$ cat config.mk
export PLATFORM = sky130hd
export DESIGN_NAME = seq_pattern_tx_flat
export DESIGN_NICKNAME = d
export VERILOG_FILES = /design/src/rtl/seq_pkg.sv /design/src/rtl/seq_pattern_tx_if.sv /design/src/rtl/seq101_hit_counter.sv /design/src/rtl/seq_pattern_tx.sv /design/src/flat_wrapper.sv
export SDC_FILE = /design/constraint.sdc
export NUM_CORES = 1
export LEC_CHECK = 0
export ABC_CLOCK_PERIOD_IN_PS = 2500
export BUFFER_PORTS_ARGS = -buffer_cell sky130_fd_sc_hd__buf_4
export CAP_MARGIN = 15
export CELL_PAD_IN_SITES_DETAIL_PLACEMENT = 0
export CELL_PAD_IN_SITES_GLOBAL_PLACEMENT = 2
export CORE_MARGIN = 3
export CORE_UTILIZATION = 25
export DETAILED_ROUTE_END_ITERATION = 12
export GPL_TIMING_DRIVEN = 0
export PLACE_DENSITY = 0.69
export SLEW_MARGIN = 0
export SYNTH_ARGS = -nofsm -noshare
export SYNTH_HDL_FRONTEND = slang
export SYNTH_SLANG_ARGS = --single-unit
$ cat constraint.sdc
create_clock -name clk -period 2.5 [get_ports clk]
set_input_delay 0.5 -clock clk [delete_from_list [all_inputs] [get_ports clk]]
set_output_delay 0.5 -clock clk [all_outputs]
set_load 0.005 [all_outputs]
$ cat src/rtl/seq_pkg.sv
// Shared definitions for the "101" pattern transmitter and its detector.
// The detector uses the same pattern constant, so both sides always match.
package seq_pkg;

  typedef enum logic [1:0] {
    IDLE = 2'd0,
    SEND = 2'd1,
    DONE = 2'd2
  } state_t;

  localparam logic [2:0] SEQ_PATTERN = 3'b101;

endpackage

$ cat src/rtl/seq_pattern_tx_if.sv
// Request channel of the pattern transmitter: pattern word, length and repeat
// count, qualified by a valid/ready handshake.
interface seq_pattern_tx_if #(
  parameter int DATA_W = 8,
  parameter int LEN_W  = 4,
  parameter int REP_W  = 4
);

  logic [DATA_W-1:0] in_data;
  logic [LEN_W-1:0]  in_len;
  logic [REP_W-1:0]  in_repeat;
  logic              in_valid;
  logic              in_ready;

  modport master (
    output in_data,
    output in_len,
    output in_repeat,
    output in_valid,
    input  in_ready
  );

  modport slave (
    input  in_data,
    input  in_len,
    input  in_repeat,
    input  in_valid,
    output in_ready
  );

endinterface

$ cat src/rtl/seq101_hit_counter.sv
// Counts overlapping "101" occurrences in a qualified bit stream, saturating.
// It can sit next to a detector as a golden reference for its pulse count.
module seq101_hit_counter
  import seq_pkg::*;
#(
  parameter int HIT_W = 8
) (
  input  logic             clk,
  input  logic             aresetn,
  input  logic             clear,
  input  logic             bit_valid,
  input  logic             bit_in,
  output logic [HIT_W-1:0] hits
);

  logic [1:0]       history_q, history_d;
  logic [HIT_W-1:0] hitCount_q, hitCount_d;

  // Clearing wins over a same-cycle bit so no count ever spans two transfers.
  always_comb begin
    history_d  = history_q;
    hitCount_d = hitCount_q;
    if (clear) begin
      history_d  = '0;
      hitCount_d = '0;
    end else if (bit_valid) begin
      history_d = {history_q[0], bit_in};
      if (({history_q, bit_in} == SEQ_PATTERN) && (hitCount_q != '1))
        hitCount_d = hitCount_q + HIT_W'(1);
    end
  end

  always_ff @(posedge clk or negedge aresetn) begin
    if (!aresetn) begin
      history_q  <= '0;
      hitCount_q <= '0;
    end else begin
      history_q  <= history_d;
      hitCount_q <= hitCount_d;
    end
  end

  assign hits = hitCount_q;

endmodule

$ cat src/rtl/seq_pattern_tx.sv
// Bit-serial pattern transmitter feeding a "101" detector, MSB first, with
// repeat passes and a running count of the "101" hits it emits.
module seq_pattern_tx
  import seq_pkg::*;
#(
  parameter int DATA_W = 8,
  parameter int LEN_W  = 4,
  parameter int REP_W  = 4,
  parameter int HIT_W  = 8
) (
  input  logic             clk,
  input  logic             aresetn,
  seq_pattern_tx_if.slave  req,
  output logic             x_out,
  output logic             x_valid,
  output logic             busy,
  output logic             done,
  output logic [HIT_W-1:0] hits
);

  state_t            state_q, state_d;
  logic              inReady_q, inReady_d;
  logic [DATA_W-1:0] shiftReg_q, shiftReg_d;
  logic [DATA_W-1:0] heldData_q, heldData_d;
  logic [LEN_W-1:0]  effLen_q, effLen_d;
  logic [LEN_W-1:0]  bitCnt_q, bitCnt_d;
  logic [REP_W-1:0]  repCnt_q, repCnt_d;

  logic              accept;
  logic              lastBit;
  logic [LEN_W-1:0]  reqLen;
  logic [DATA_W-1:0] reqAligned;

  function automatic logic [LEN_W-1:0] clampLen(input logic [LEN_W-1:0] len);
    if ((len == '0) || (int'(len) > DATA_W))
      return LEN_W'(DATA_W);
    return len;
  endfunction

  // The pattern is left-justified on load so the next bit is always the MSB.
  assign reqLen     = clampLen(req.in_len);
  assign reqAligned = req.in_data << (LEN_W'(DATA_W) - reqLen);
  assign accept     = (state_q == IDLE) && inReady_q && req.in_valid;
  assign lastBit    = (bitCnt_q == LEN_W'(1));

  always_ff @(posedge clk or negedge aresetn) begin
    if (!aresetn) begin
      state_q   <= IDLE;
      inReady_q <= 1'b0;
    end else begin
      state_q   <= state_d;
      inReady_q <= inReady_d;
    end
  end

  always_comb begin
    state_d = state_q;
    case (state_q)
      IDLE:    if (accept) state_d = SEND;
      SEND:    if (lastBit && (repCnt_q == '0)) state_d = DONE;
      DONE:    state_d = IDLE;
      default: state_d = IDLE;
    endcase
    inReady_d = (state_d == IDLE);
  end

  always_comb begin
    x_valid = (state_q == SEND);
    x_out   = (state_q == SEND) && shiftReg_q[DATA_W-1];
    busy    = (state_q == SEND) || (state_q == DONE);
    done    = (state_q == DONE);
  end

  // A pass ending with repeats left reloads in place, so passes run back to back.
  always_comb begin
    shiftReg_d = shiftReg_q;
    heldData_d = heldData_q;
    effLen_d   = effLen_q;
    bitCnt_d   = bitCnt_q;
    repCnt_d   = repCnt_q;
    if (accept) begin
      shiftReg_d = reqAligned;
      heldData_d = reqAligned;
      effLen_d   = reqLen;
      bitCnt_d   = reqLen;
      repCnt_d   = req.in_repeat;
    end else if (state_q == SEND) begin
      if (lastBit && (repCnt_q != '0)) begin
        shiftReg_d = heldData_q;
        bitCnt_d   = effLen_q;
        repCnt_d   = repCnt_q - REP_W'(1);
      end else begin
        shiftReg_d = {shiftReg_q[DATA_W-2:0], 1'b0};
        bitCnt_d   = bitCnt_q - LEN_W'(1);
      end
    end
  end

  always_ff @(posedge clk or negedge aresetn) begin
    if (!aresetn) begin
      shiftReg_q <= '0;
      heldData_q <= '0;
      effLen_q   <= '0;
      bitCnt_q   <= '0;
      repCnt_q   <= '0;
    end else begin
      shiftReg_q <= shiftReg_d;
      heldData_q <= heldData_d;
      effLen_q   <= effLen_d;
      bitCnt_q   <= bitCnt_d;
      repCnt_q   <= repCnt_d;
    end
  end

  seq101_hit_counter #(
    .HIT_W (HIT_W)
  ) hitCounter (
    .clk       (clk),
    .aresetn   (aresetn),
    .clear     (accept),
    .bit_valid (x_valid),
    .bit_in    (x_out),
    .hits      (hits)
  );

  assign req.in_ready = inReady_q;

endmodule

$ cat src/flat_wrapper.sv
// flat-port wrapper written by rule: the top's interface ports become plain ports
module seq_pattern_tx_flat import seq_pkg::*;
#(
  parameter int DATA_W = 8,
  parameter int LEN_W  = 4,
  parameter int REP_W  = 4,
  parameter int HIT_W  = 8
)
  (clk, aresetn, x_out, x_valid, busy, done, hits, req_in_data, req_in_len, req_in_repeat, req_in_valid, req_in_ready);
  seq_pattern_tx_if #(.DATA_W(DATA_W), .LEN_W(LEN_W), .REP_W(REP_W)) req_i ();
  input  logic clk;
  input  logic aresetn;
  output logic x_out;
  output logic x_valid;
  output logic busy;
  output logic done;
  output logic [HIT_W-1:0] hits;
  input wire logic [$bits(req_i.in_data)-1:0] req_in_data;
  input wire logic [$bits(req_i.in_len)-1:0] req_in_len;
  input wire logic [$bits(req_i.in_repeat)-1:0] req_in_repeat;
  input wire logic [$bits(req_i.in_valid)-1:0] req_in_valid;
  output wire logic [$bits(req_i.in_ready)-1:0] req_in_ready;
  assign req_i.in_data = req_in_data;
  assign req_i.in_len = req_in_len;
  assign req_i.in_repeat = req_in_repeat;
  assign req_i.in_valid = req_in_valid;
  assign req_in_ready = req_i.in_ready;
  seq_pattern_tx #(.DATA_W(DATA_W), .LEN_W(LEN_W), .REP_W(REP_W), .HIT_W(HIT_W)) u_core (.clk(clk), .aresetn(aresetn), .req(req_i), .x_out(x_out), .x_valid(x_valid), .busy(busy), .done(done), .hits(hits));
endmodule
==> results.toml <==
[route]
viasPerCell = 4.849
avgRoutedWirePerCell_um = 15.09
drtIter0Drc = 83
ant_nets = 0
drc_errors = 0
dr.pass1.iters = 4
vias = 2017
wirelength_um = 6276

[clock_network]
clkTransAtPathRegs_ns = 0.08
postCtsResizedCells = 0
postCtsSetupRepairBufs = 0
cts_buffers = 5
root_buffer = "clkbuf_8"
cts.sinks = 41
cts_tree = "built"
htree_num_levels = 2
cts_hold_buf = 0
cts_max_path_buffers = 2
clkLatencyLatePin_ns = 0.30

[critical_path]
worstPathMaxFanout = 10
critPathArrivalTime_ns = 2.39
startpoint_type = "input pin"
critPathCaptureType = "flop"
crit_start = "req_in_len[3]"
required_ns = 2.66
crit_type = "in2reg"
timing.rr.start = "u_core.state_q[1]$_DFF_PN0_"

[yosys]
ys_warn_count = 0
syn_avg_cell_area_um2 = 9.621
ys_seq_elements = 41
syn_nets = 275
ys_seq_area_frac = 0.4300
ys_types = 51
synthFlopType = "dfrtp_1"
synth_edf_count = 0
synthesis.area_um2 = 2386
synth-async-reset-ratio = 1.000
synth_cells = 248

[placed_design]
placed_cell_area_um2 = 2780
portBuffers = 31
place_ws_ns = -0.05829
place_hpwl_um = 4508
place_congestion = 0.7475

[sta]
skew_ns = 0.007631
fin_crit_sh = 0.8918
rsz0062_at_grt = "false"
setup_slack_ns = 0.2706
fmax_mhz = 448.5
min_period_ns = 2.229
finalSetupViolations = 0
worst_pin_slew_ns = 0.6751
relSlewSlack = 0.5480
slew_viol_final = 0
hold_viol = 0

[global_route]
grt_pass1_vias = 1977
antenna_found_initial = 0
grt_max_degree = 42
grt_first_pass_wirelength_um = 10470
grt_overflow_total = 0
track_usage = 0.1202

[flow_run]
drv_cap = 0

[layout]
fillers = 991
fin_util = 0.3098
syn_to_final_growth_pct = 19.98
nets = 313
design_area_um2 = 2863
layout-drive-gt1-share = 0.2160
antenna_cells = 0

[power_and_ir_drop]
p_leak_nw = 1.277
p_per_area_nw_per_um2 = 958.0
vdd_drop_max_uv = 228.3
p_total_mw = 2.743

[die]
ios = 32
die_x_um = 103.7
initial_utilization = 0.2582
rows = 35
fp.dieH_um = 103.7
core_um2 = 9240
die_area_um2 = 10750

[hold_path]
hold_class = "in2async"

[outcome]
status = "finished, final reports clean"
[layout by cell type (no fill, tap or decap), drive strengths merged, types with 6 or more instances in the layout]
| master | count |
|---|---|
| xor2 | 7 |
| nand2 | 25 |
| a31oi | 6 |
| o21ai | 21 |
| ha | 8 |
| nand3 | 21 |
| a21oi | 13 |
| buf | 37 |
| nor2 | 21 |
| clkbuf | 13 |
| inv | 9 |
| dfrtp | 41 |
[power by group]
group	total, mW	internal [mW]	leakage [nW]	switching (mW)
combinational	1.23	0.536	0.715	0.696
clock	0.431	0.194	0.0450	0.237
sequential	1.08	0.916	0.517	0.163
total	2.74	1.65	1.28	1.10
[worst max-delay path, cell delays in order]
cell	delay, ns
buf_4	0.12
nand2b_4	0.16
buf_6	0.15
ha_1	0.29
clkbuf_1	0.35
nor3b_1	0.12
o311ai_0	0.54
a31oi_1	0.15
[flip-flops by register name, summed over array words and instances, names as in the netlist]
register,count
u_core.bitCnt_q,4
u_core.effLen_q,4
u_core.heldData_q,8
u_core.hitCounter.history_q,2
u_core.hitCounter.hits,8
u_core.repCnt_q,4
u_core.req.in_ready,1
u_core.shiftReg_q,8
u_core.state_q,2
[cells in the mapped netlist, types with 3 or more instances]
master    instances  area share
clkbuf_1          7       0.011
a31o_2            5       0.018
mux4_2            5       0.047
xor2_1            7       0.026
or4_1             3      0.0094
nand2_1          25       0.039
ha_1              8       0.042
inv_1             9       0.014
a21o_1            3      0.0094
dfrtp_1          41        0.43
nand4_1           4       0.010
o21ai_0          20       0.042
a21oi_1          13       0.027
o22a_1            3       0.011
nand3_1          21       0.044
a31oi_1           6       0.016
nor2_1           21       0.033
[kinds of logic after synthesis]
group                      Yosys count  synth area share
DFF                                 41            0.4300
AOI/OAI and AO/OA                   64            0.1736
xor gates and xnor gates             9           0.03304
muxes                                9           0.06502
adders and majority gates            8           0.04195
and+or+nand+nor                     95            0.2071
buffers and inverters               22           0.04929
[area by class of cell]
class                           instances  area [um2]  share of cell area
Timing Repair Buffer                   31       232.7             0.08129
Clock buffer                            6       72.57             0.02535
Tap cell                              129       161.4             0.05638
Clock inverter                          2       10.01            0.003496
Multi-Input combinational cell        185        1242              0.4340
Sequential cell                        41        1026              0.3584
Buffer                                 13       83.83             0.02928
Inverter                                9       33.78             0.01180
[worst paths after layout]
kind,cells after the start,to,slack (ns)
max reg2reg,7,u_core.shiftReg_q[5]$_DFFE_PN0P_,0.37
min reg2reg,1,u_core.heldData_q[2]$_DFFE_PN0P_,0.48
min in group clk,3,u_core.repCnt_q[0]$_DFFE_PN0P_,0.41
min,1,u_core.state_q[1]$_DFF_PN0_,0.18
max,8,u_core.shiftReg_q[6]$_DFFE_PN0P_,0.27
max in group asynchronous,1,u_core.effLen_q[2]$_DFFE_PN0P_,1.94
[per-layer routing]
metal / track usage / up-vias / share of wire
met4: 0.03134 / 0 / 0.011
met1: 0.1675 / 991 / 0.50
met3: 0.02928 / 6 / 0.043
met5: 0 / - / 0
li1: - / 981 / -
met2: 0.1874 / 39 / 0.45
[through the flow]
stage | hold slack (ns) | TNS [ns] | instances
floorplan | 0.2044 | 0 | 248
global placement | 0.4589 | -0.04370 | 408
detailed placement | 0.4654 | -0.09821 | 408
CTS | 0.2072 | 0 | 416
global route | 0.2320 | 0 | 416
finish | 0.1800 | 0 | 416
No activity file was read; power rests on OpenSTA's default activity.
